<file path="config.mk">
export PLATFORM = sky130hd
export DESIGN_NAME = fb_access_arbiter
export DESIGN_NICKNAME = d
export VERILOG_FILES = /design/src/rtl/fb_access_arbiter.sv
export SDC_FILE = /design/constraint.sdc
export NUM_CORES = 1
export LEC_CHECK = 0
export ABC_AREA = 1
export CAP_MARGIN = 20
export CORE_MARGIN = 2
export CORE_UTILIZATION = 47
export DETAILED_ROUTE_END_ITERATION = 7
export MAX_ROUTING_LAYER = met4
export PLACE_DENSITY = 0.76
export SLEW_MARGIN = 20
export SYNTH_ARGS = -nofsm -noshare
export SYNTH_HDL_FRONTEND = slang
export SYNTH_SLANG_ARGS = --single-unit
export TNS_END_PERCENT = 50
</file>
<file path="constraint.sdc">
create_clock -name clk -period 2.3 [get_ports clk]
set_input_delay 0.23 -clock clk [delete_from_list [all_inputs] [get_ports clk]]
set_output_delay 0.23 -clock clk [all_outputs]
set_load 0.1 [all_outputs]
</file>
<file path="src/rtl/fb_access_arbiter.sv">
// fb_access_arbiter: shares the single frame-buffer BRAM port between VGA
// scan-out reads (fixed priority) and buffered loader writes, and realigns
// the video timing outputs with the one-cycle BRAM read latency.
module fb_access_arbiter #(
    parameter int FB_W        = 160,
    parameter int FB_H        = 120,
    parameter int ADDR_W      = 15,
    parameter int DATA_W      = 12,
    parameter int WFIFO_DEPTH = 4
) (
    input  logic              clk,
    input  logic              reset,
    input  logic [9:0]        curr_x,
    input  logic [9:0]        curr_y,
    input  logic              video_on,
    input  logic              hsync_in,
    input  logic              vsync_in,
    input  logic              wr_valid,
    output logic              wr_ready,
    input  logic [ADDR_W-1:0] wr_addr,
    input  logic [DATA_W-1:0] wr_data,
    output logic              fb_en,
    output logic              fb_we,
    output logic [ADDR_W-1:0] fb_addr,
    output logic [DATA_W-1:0] fb_wdata,
    input  logic [DATA_W-1:0] fb_rdata,
    output logic [DATA_W-1:0] pixel_rgb,
    output logic              hsync,
    output logic              vsync,
    output logic [2:0]        wr_level,
    output logic              addr_err
);

    localparam int PTR_W   = (WFIFO_DEPTH > 1) ? $clog2(WFIFO_DEPTH) : 1;
    localparam int FB_SIZE = FB_W * FB_H;

    // Write buffer storage (data only, never reset) and its control state
    logic [ADDR_W-1:0] fifo_addr_q [WFIFO_DEPTH];
    logic [DATA_W-1:0] fifo_data_q [WFIFO_DEPTH];
    logic [PTR_W-1:0]  wptr_q, rptr_q;
    logic [2:0]        level_q;
    logic              addr_err_q;

    // Alignment pipeline: read-issued flag, pixel latch, delayed timing
    logic              rd_p1_q;
    logic [DATA_W-1:0] pix_q;
    logic              vid_p1_q, vid_p2_q;
    logic              hs_p1_q, hs_p2_q;
    logic              vs_p1_q, vs_p2_q;

    logic              rd_slot;
    logic              fifo_nonempty;
    logic              in_range;
    logic              accept;
    logic              push;
    logic              pop;
    logic [ADDR_W-1:0] rd_addr;

    // Every fourth active column owns the port; the 4x scale means one read
    // serves four screen columns. y4*160 is built as y4*128 + y4*32.
    assign rd_slot       = video_on && (curr_x[1:0] == 2'd0);
    assign rd_addr       = (ADDR_W'(curr_y >> 2) << 7) + (ADDR_W'(curr_y >> 2) << 5)
                         + ADDR_W'(curr_x >> 2);
    assign fifo_nonempty = (level_q != 3'd0);
    // Ready depends only on occupancy so a pop never propagates into ready.
    assign wr_ready      = (level_q != 3'(WFIFO_DEPTH));
    assign in_range      = (wr_addr < ADDR_W'(FB_SIZE));
    assign accept        = wr_valid && wr_ready;
    assign push          = accept && in_range;
    assign pop           = !rd_slot && fifo_nonempty;

    assign wr_level  = level_q;
    assign addr_err  = addr_err_q;
    assign pixel_rgb = vid_p2_q ? pix_q : '0;
    assign hsync     = hs_p2_q;
    assign vsync     = vs_p2_q;

    // Port mux: display read wins, otherwise drain the FIFO head; silent in reset
    always_comb begin
        fb_en    = 1'b0;
        fb_we    = 1'b0;
        fb_addr  = '0;
        fb_wdata = '0;
        if (!reset) begin
            if (rd_slot) begin
                fb_en   = 1'b1;
                fb_addr = rd_addr;
            end else if (fifo_nonempty) begin
                fb_en    = 1'b1;
                fb_we    = 1'b1;
                fb_addr  = fifo_addr_q[rptr_q];
                fb_wdata = fifo_data_q[rptr_q];
            end
        end
    end

    // FIFO entry capture at the tail; out-of-range writes are never stored
    always_ff @(posedge clk) begin
        if (push) begin
            fifo_addr_q[wptr_q] <= wr_addr;
            fifo_data_q[wptr_q] <= wr_data;
        end
    end

    // FIFO pointers/occupancy, sticky range error and output alignment pipeline
    always_ff @(posedge clk) begin
        if (reset) begin
            wptr_q     <= '0;
            rptr_q     <= '0;
            level_q    <= 3'd0;
            addr_err_q <= 1'b0;
            rd_p1_q    <= 1'b0;
            pix_q      <= '0;
            vid_p1_q   <= 1'b0;
            vid_p2_q   <= 1'b0;
            hs_p1_q    <= 1'b1;
            hs_p2_q    <= 1'b1;
            vs_p1_q    <= 1'b1;
            vs_p2_q    <= 1'b1;
        end else begin
            if (push) wptr_q <= wptr_q + PTR_W'(1);
            if (pop)  rptr_q <= rptr_q + PTR_W'(1);
            case ({push, pop})
                2'b10:   level_q <= level_q + 3'd1;
                2'b01:   level_q <= level_q - 3'd1;
                default: level_q <= level_q;
            endcase
            if (accept && !in_range) addr_err_q <= 1'b1;
            // stage 1: BRAM returns data for the read issued last cycle
            rd_p1_q  <= rd_slot;
            if (rd_p1_q) pix_q <= fb_rdata;
            // stage 2: timing signals delayed to match the latched pixel
            vid_p1_q <= video_on;
            vid_p2_q <= vid_p1_q;
            hs_p1_q  <= hsync_in;
            hs_p2_q  <= hs_p1_q;
            vs_p1_q  <= vsync_in;
            vs_p2_q  <= vs_p1_q;
        end
    end

endmodule

</file>
# [Yosys cells after proc, flatten, opt, wreduce, memory -nomap -nowiden]
# Memories as Yosys holds them, arrays and structs flattened. A register that Yosys moved wholly into a read port is not among the register bits.
# Index checks and enable logic that the tools add are counted.
[op_classes] muxes=19 eq_ne=3 magnitude_cmp=1 add_sub_neg=6 n_reduce_logical=10
[op_table] operator="$mux W12" n=4
[op_table] operator="$mux W15" n=3
[op_table] operator="$add A15 B13 Y15" n=1
[op_table] operator="$add A15 B8 Y15" n=1
[op_table] operator="$lt A15 B15 Y1 const B" n=1
[op_table] operator="$mux W2" n=4
[op_table] operator="$mux W1" n=7
[op_table] operator="$pmux W3 S2" n=1
[op_table] operator="$logic_and A1 B1 Y1" n=5
[op_table] operator="$add A2 B1 Y2 const B" n=2
[op_table] operator="$add A3 B1 Y3 const B" n=1
[op_table] operator="$ne A3 B3 Y1 const B" n=1
[op_table] operator="$reduce_bool A3 Y1" n=1
[op_table] operator="$sub A3 B1 Y3 const B" n=1
[op_table] operator="$eq A2 B1 Y1 const B" n=1
[op_table] operator="$eq A2 B2 Y1 const B" n=1
[op_table] operator="$logic_not A1 Y1" n=2
[op_table] operator="$logic_not A2 Y1" n=1
[op_table] operator="$reduce_bool A2 Y1" n=1
[totals] mem_bits_rw=108 mem_count=2 regBits=27 elab_cells=53 out_inout_bits=48
[memory_table] name="fifo_addr_q" words=4 word_bits=15 rd=1 rd_ports_with_merged_regs=1 write_ports=1 line="38" text="logic [ADDR_W-1:0] fifo_addr_q [WFIFO_DEPTH];"
[memory_table] name="fifo_data_q" words=4 word_bits=12 rd=1 rd_ports_with_merged_regs=1 write_ports=1 line="39" text="logic [DATA_W-1:0] fifo_data_q [WFIFO_DEPTH];"

# [Depth between registers and ports, before layout]
[depth] depth_word=6 ltp_mapped=14 mapped_depth_nobuf=14

# [Least setup slack after synthesis]
# No wires, ideal clock.
[synth_path] path_kind="input -> output" start="input port curr_x[9]" end="output port fb_addr[7]" t_required_ns=2.070 cell_stages=4 setup_slack_ns=-1.469 arrival_time_ns=3.539 path_cell_list="inv_1 > fa_1 > fa_1 > o31ai_1"
[synth_between] elab_chain_cells=3
[synth_lines] element="from (decl)" line="13" text="input logic [9:0] curr_x,"
[synth_lines] element="$add A15 B8 Y15" line="63" text="+ ADDR_W'(curr_x >> 2);"
[synth_lines] element="$mux W15" line="85" text="if (rd_slot) begin"
[synth_lines] element="$mux W15" line="84" text="if (!reset) begin"
[synth_lines] element="to (decl)" line="24" text="output logic [ADDR_W-1:0] fb_addr,"
# No other way between the ends.

# [Final worst setup path]
[layout_path] start="input port curr_y[2]" end="output port fb_addr[12]"
[layout_between] elab_chain_cells=4
[layout_lines] element="from (decl)" line="14" text="input logic [9:0] curr_y,"
[layout_lines] element="$add A15 B13 Y15" line="62" text="assign rd_addr = (ADDR_W'(curr_y >> 2) << 7) + (ADDR_W'(curr_y >> 2) << 5)"
[layout_lines] element="$add A15 B8 Y15" line="63"
[layout_lines] element="$mux W15" line="85"
[layout_lines] element="$mux W15" line="84"
# No other way between the ends.

==> metrics.txt <==
fin crit share 0.985; vias 4,707; synth warn 0; total core area 12,700 um^2; Placer Congestion 0.966; worst-path maximum fanout 3; Slew Viols, Final 0; largest cells by area after synthesis edfxtp_1, dfxtp_1, nand2_1, nor2_1, ha_1; IO buf count 110; I/O pin total 113; # H-tree levels 4; largest net degree at the start of global routing 55; Max VDD drop 587 uV; initial antenna violation count 0; synthesized instance count 603; critical path type in -> out; Post-Syn Area per Cell 10.2 um^2; Crit path top cell by count nand2_2; hold_sp vsync_in; Synth-to-Final Area Change 39.7%; WL final 14.5 mm; Hold Path Class in -> reg; Synth area leader edfxtp_1; layout cell share with drive strength beyond 1 0.240; P_leak 3.44 nW; Synth Register Bits 137; Critical Path, Cell by Cell buf_2 > inv_2 > fa_2 > fa_2 > inv_2 > nand2_2 > nand2_2 > nand3b_1 > nand3_1 > nand3_2 > nand2_2 > buf_12; first-pass GRT wire length 23.0 mm; sequential share of the synthesized area 0.622; Post-synth EDFFs 108; Overflow after GRT 0; Via-to-Cell Ratio 5.13; Die Span X 118 um; number of remaining DRC errors 0; Inserted Clock Buffers 17; synth unique cells 32; Post-Syn Area 6150 um^2; CTS Buffer Depth 2; Worst Skew 9.09 ps; worst reg2reg path startpoint wr_level[0]; setup slack after layout 34.8 ps; Starting DRT DRC Count 373; status complete, no violations; CP Launch Type primary input; CP top delay family adder cells; Setup violations, final 0; total track usage 0.216; CTS Root Cell clkbuf_16; die area 14,000 um^2; WP buf/inv 4; top-area cell type share of the netlist area 0.527; wire per inst 15.9 um; filler cell count 897; ys flop type edfxtp_1; syn_nets 691; final core occ 0.678; Async SR Flop Fraction 0; Core Rows 41; highest cell delay on the worst timing path 460 ps; most numerous cell in the Yosys netlist nand2_1; Initial Util 0.485; Chip Height 118 um; CTS tree built; setup tns final 0 ps; commonest cells in the netlist nand2_1, edfxtp_1, nor2_1, inv_1, o21ai_0; Clock Latency Late Sink 410 ps; final hold violations 0; pwr dens 1140 nW/um^2; critical path's slowest cell fa_2; Slew headroom 0.702; CTS sink cnt 137; DRT Pass-1 Iters 5; CTS Hold Buffers Added 0; Final #Nets 821; crit path time final 2270 ps; Max Cap Viol 0; vias in the first global route 4,718; RSZ-0062 raised after global routing yes; setup slack after placement -436 ps; Detail Placement HPWL 9.12 mm; Critical Path AT 2040 ps; slew of the pin with the lowest slew margin 447 ps; crit end category output port; Antenna Cells 0; clock slew at reported path FFs 60 ps; fmax 441 MHz; WP data required 2070 ps; crit path launch curr_y[2]; ANT nets after route 0
## routing by layer
metal,share of wire,GRT usage,up-vias
li1,-,-,2278
met1,0.39,0.241,2235
met2,0.54,0.379,170
met3,0.059,0.0560,24
met4,0.016,0.0677,0
met5,0,-,-
## worst paths after layout
| kind | slack, ps | endpoint | depth (start not counted) |
|---|---|---|---|
| setup reg to reg | 240 | wr_level[2] | 11 |
| hold reg to reg | 420 | hsync | 1 |
| hold / removal | 380 | vs_p1_q | 2 |
| setup / recovery | 30 | fb_addr[12] | 12 |
## registers in the layout (all words and copies together) (netlist names), 2 cells and up, named ones only
name,cells
fifo_data_q,48
wptr_q,2
fifo_addr_q,60
pix_q,12
wr_level,3
rptr_q,2
## metrics by stage
stage                     instance area, um^2  hold slack (ps)  total power, mW  instances
after CTS                                8500              372             9.76        917
after global placement                   7870              396             7.16        885
after detailed placement                 7870              411             7.25        885
after global routing                     8590              389             10.2        917
final                                    8590              383             9.78        917
after floorplan                          6230              329             5.90        603
## power breakdown
group | switching [mW] | internal [mW]
clock network | 0.977 | 1.47
logic | 2.97 | 1.38
registers | 0.119 | 2.86
## cells by family (layout without fill, tap and decap cells)
family	count (synthesis)	count (layout)	synth area share
and+or+nand+nor	280	280	0.192
DFF	137	137	0.622
AOI/OAI and AO/OA	83	83	0.0763
buffers and inverters	80	222	0.0594
adders and majority gates	23	23	0.0505
## timing repair
action                                  in CTS  in global routing
endpoints found under the setup margin       8                  7
pin swaps                                   12                 18
resized for setup                           43                 18
setup buffers                                1                  0
## placed cells by master, fill, tap and decap left out, drive strengths merged
| cell | count |
|---|---|
| a21boi | 1 |
| a21oi | 22 |
| a31oi | 1 |
| and2 | 1 |
| buf | 77 |
| bufinv | 1 |
| clkbuf | 20 |
| clkdlybuf4s50 | 51 |
| clkinv | 7 |
| clkinvlp | 3 |
| dfxtp | 29 |
| dlygate4sd2 | 3 |
| dlymetal6s2s | 3 |
| edfxtp | 108 |
| fa | 3 |
| ha | 20 |
| inv | 57 |
| nand2 | 118 |
| nand3 | 39 |
| nand3b | 5 |
| nor2 | 111 |
| o21ai | 53 |
| o22ai | 5 |
| o31ai | 1 |
| or2 | 6 |
## cell type report
type                    instances  area [um^2]  area share
clock buffers                  19          433      0.0504
clock inverters                12          101      0.0118
inverters                      56          219      0.0255
multi-input cells             386         2220       0.258
flip-flops and latches        137         3830       0.446
well taps                     172          215      0.0251
repair buffers                135         1570       0.183
Power figures use the tool's default switching activity.
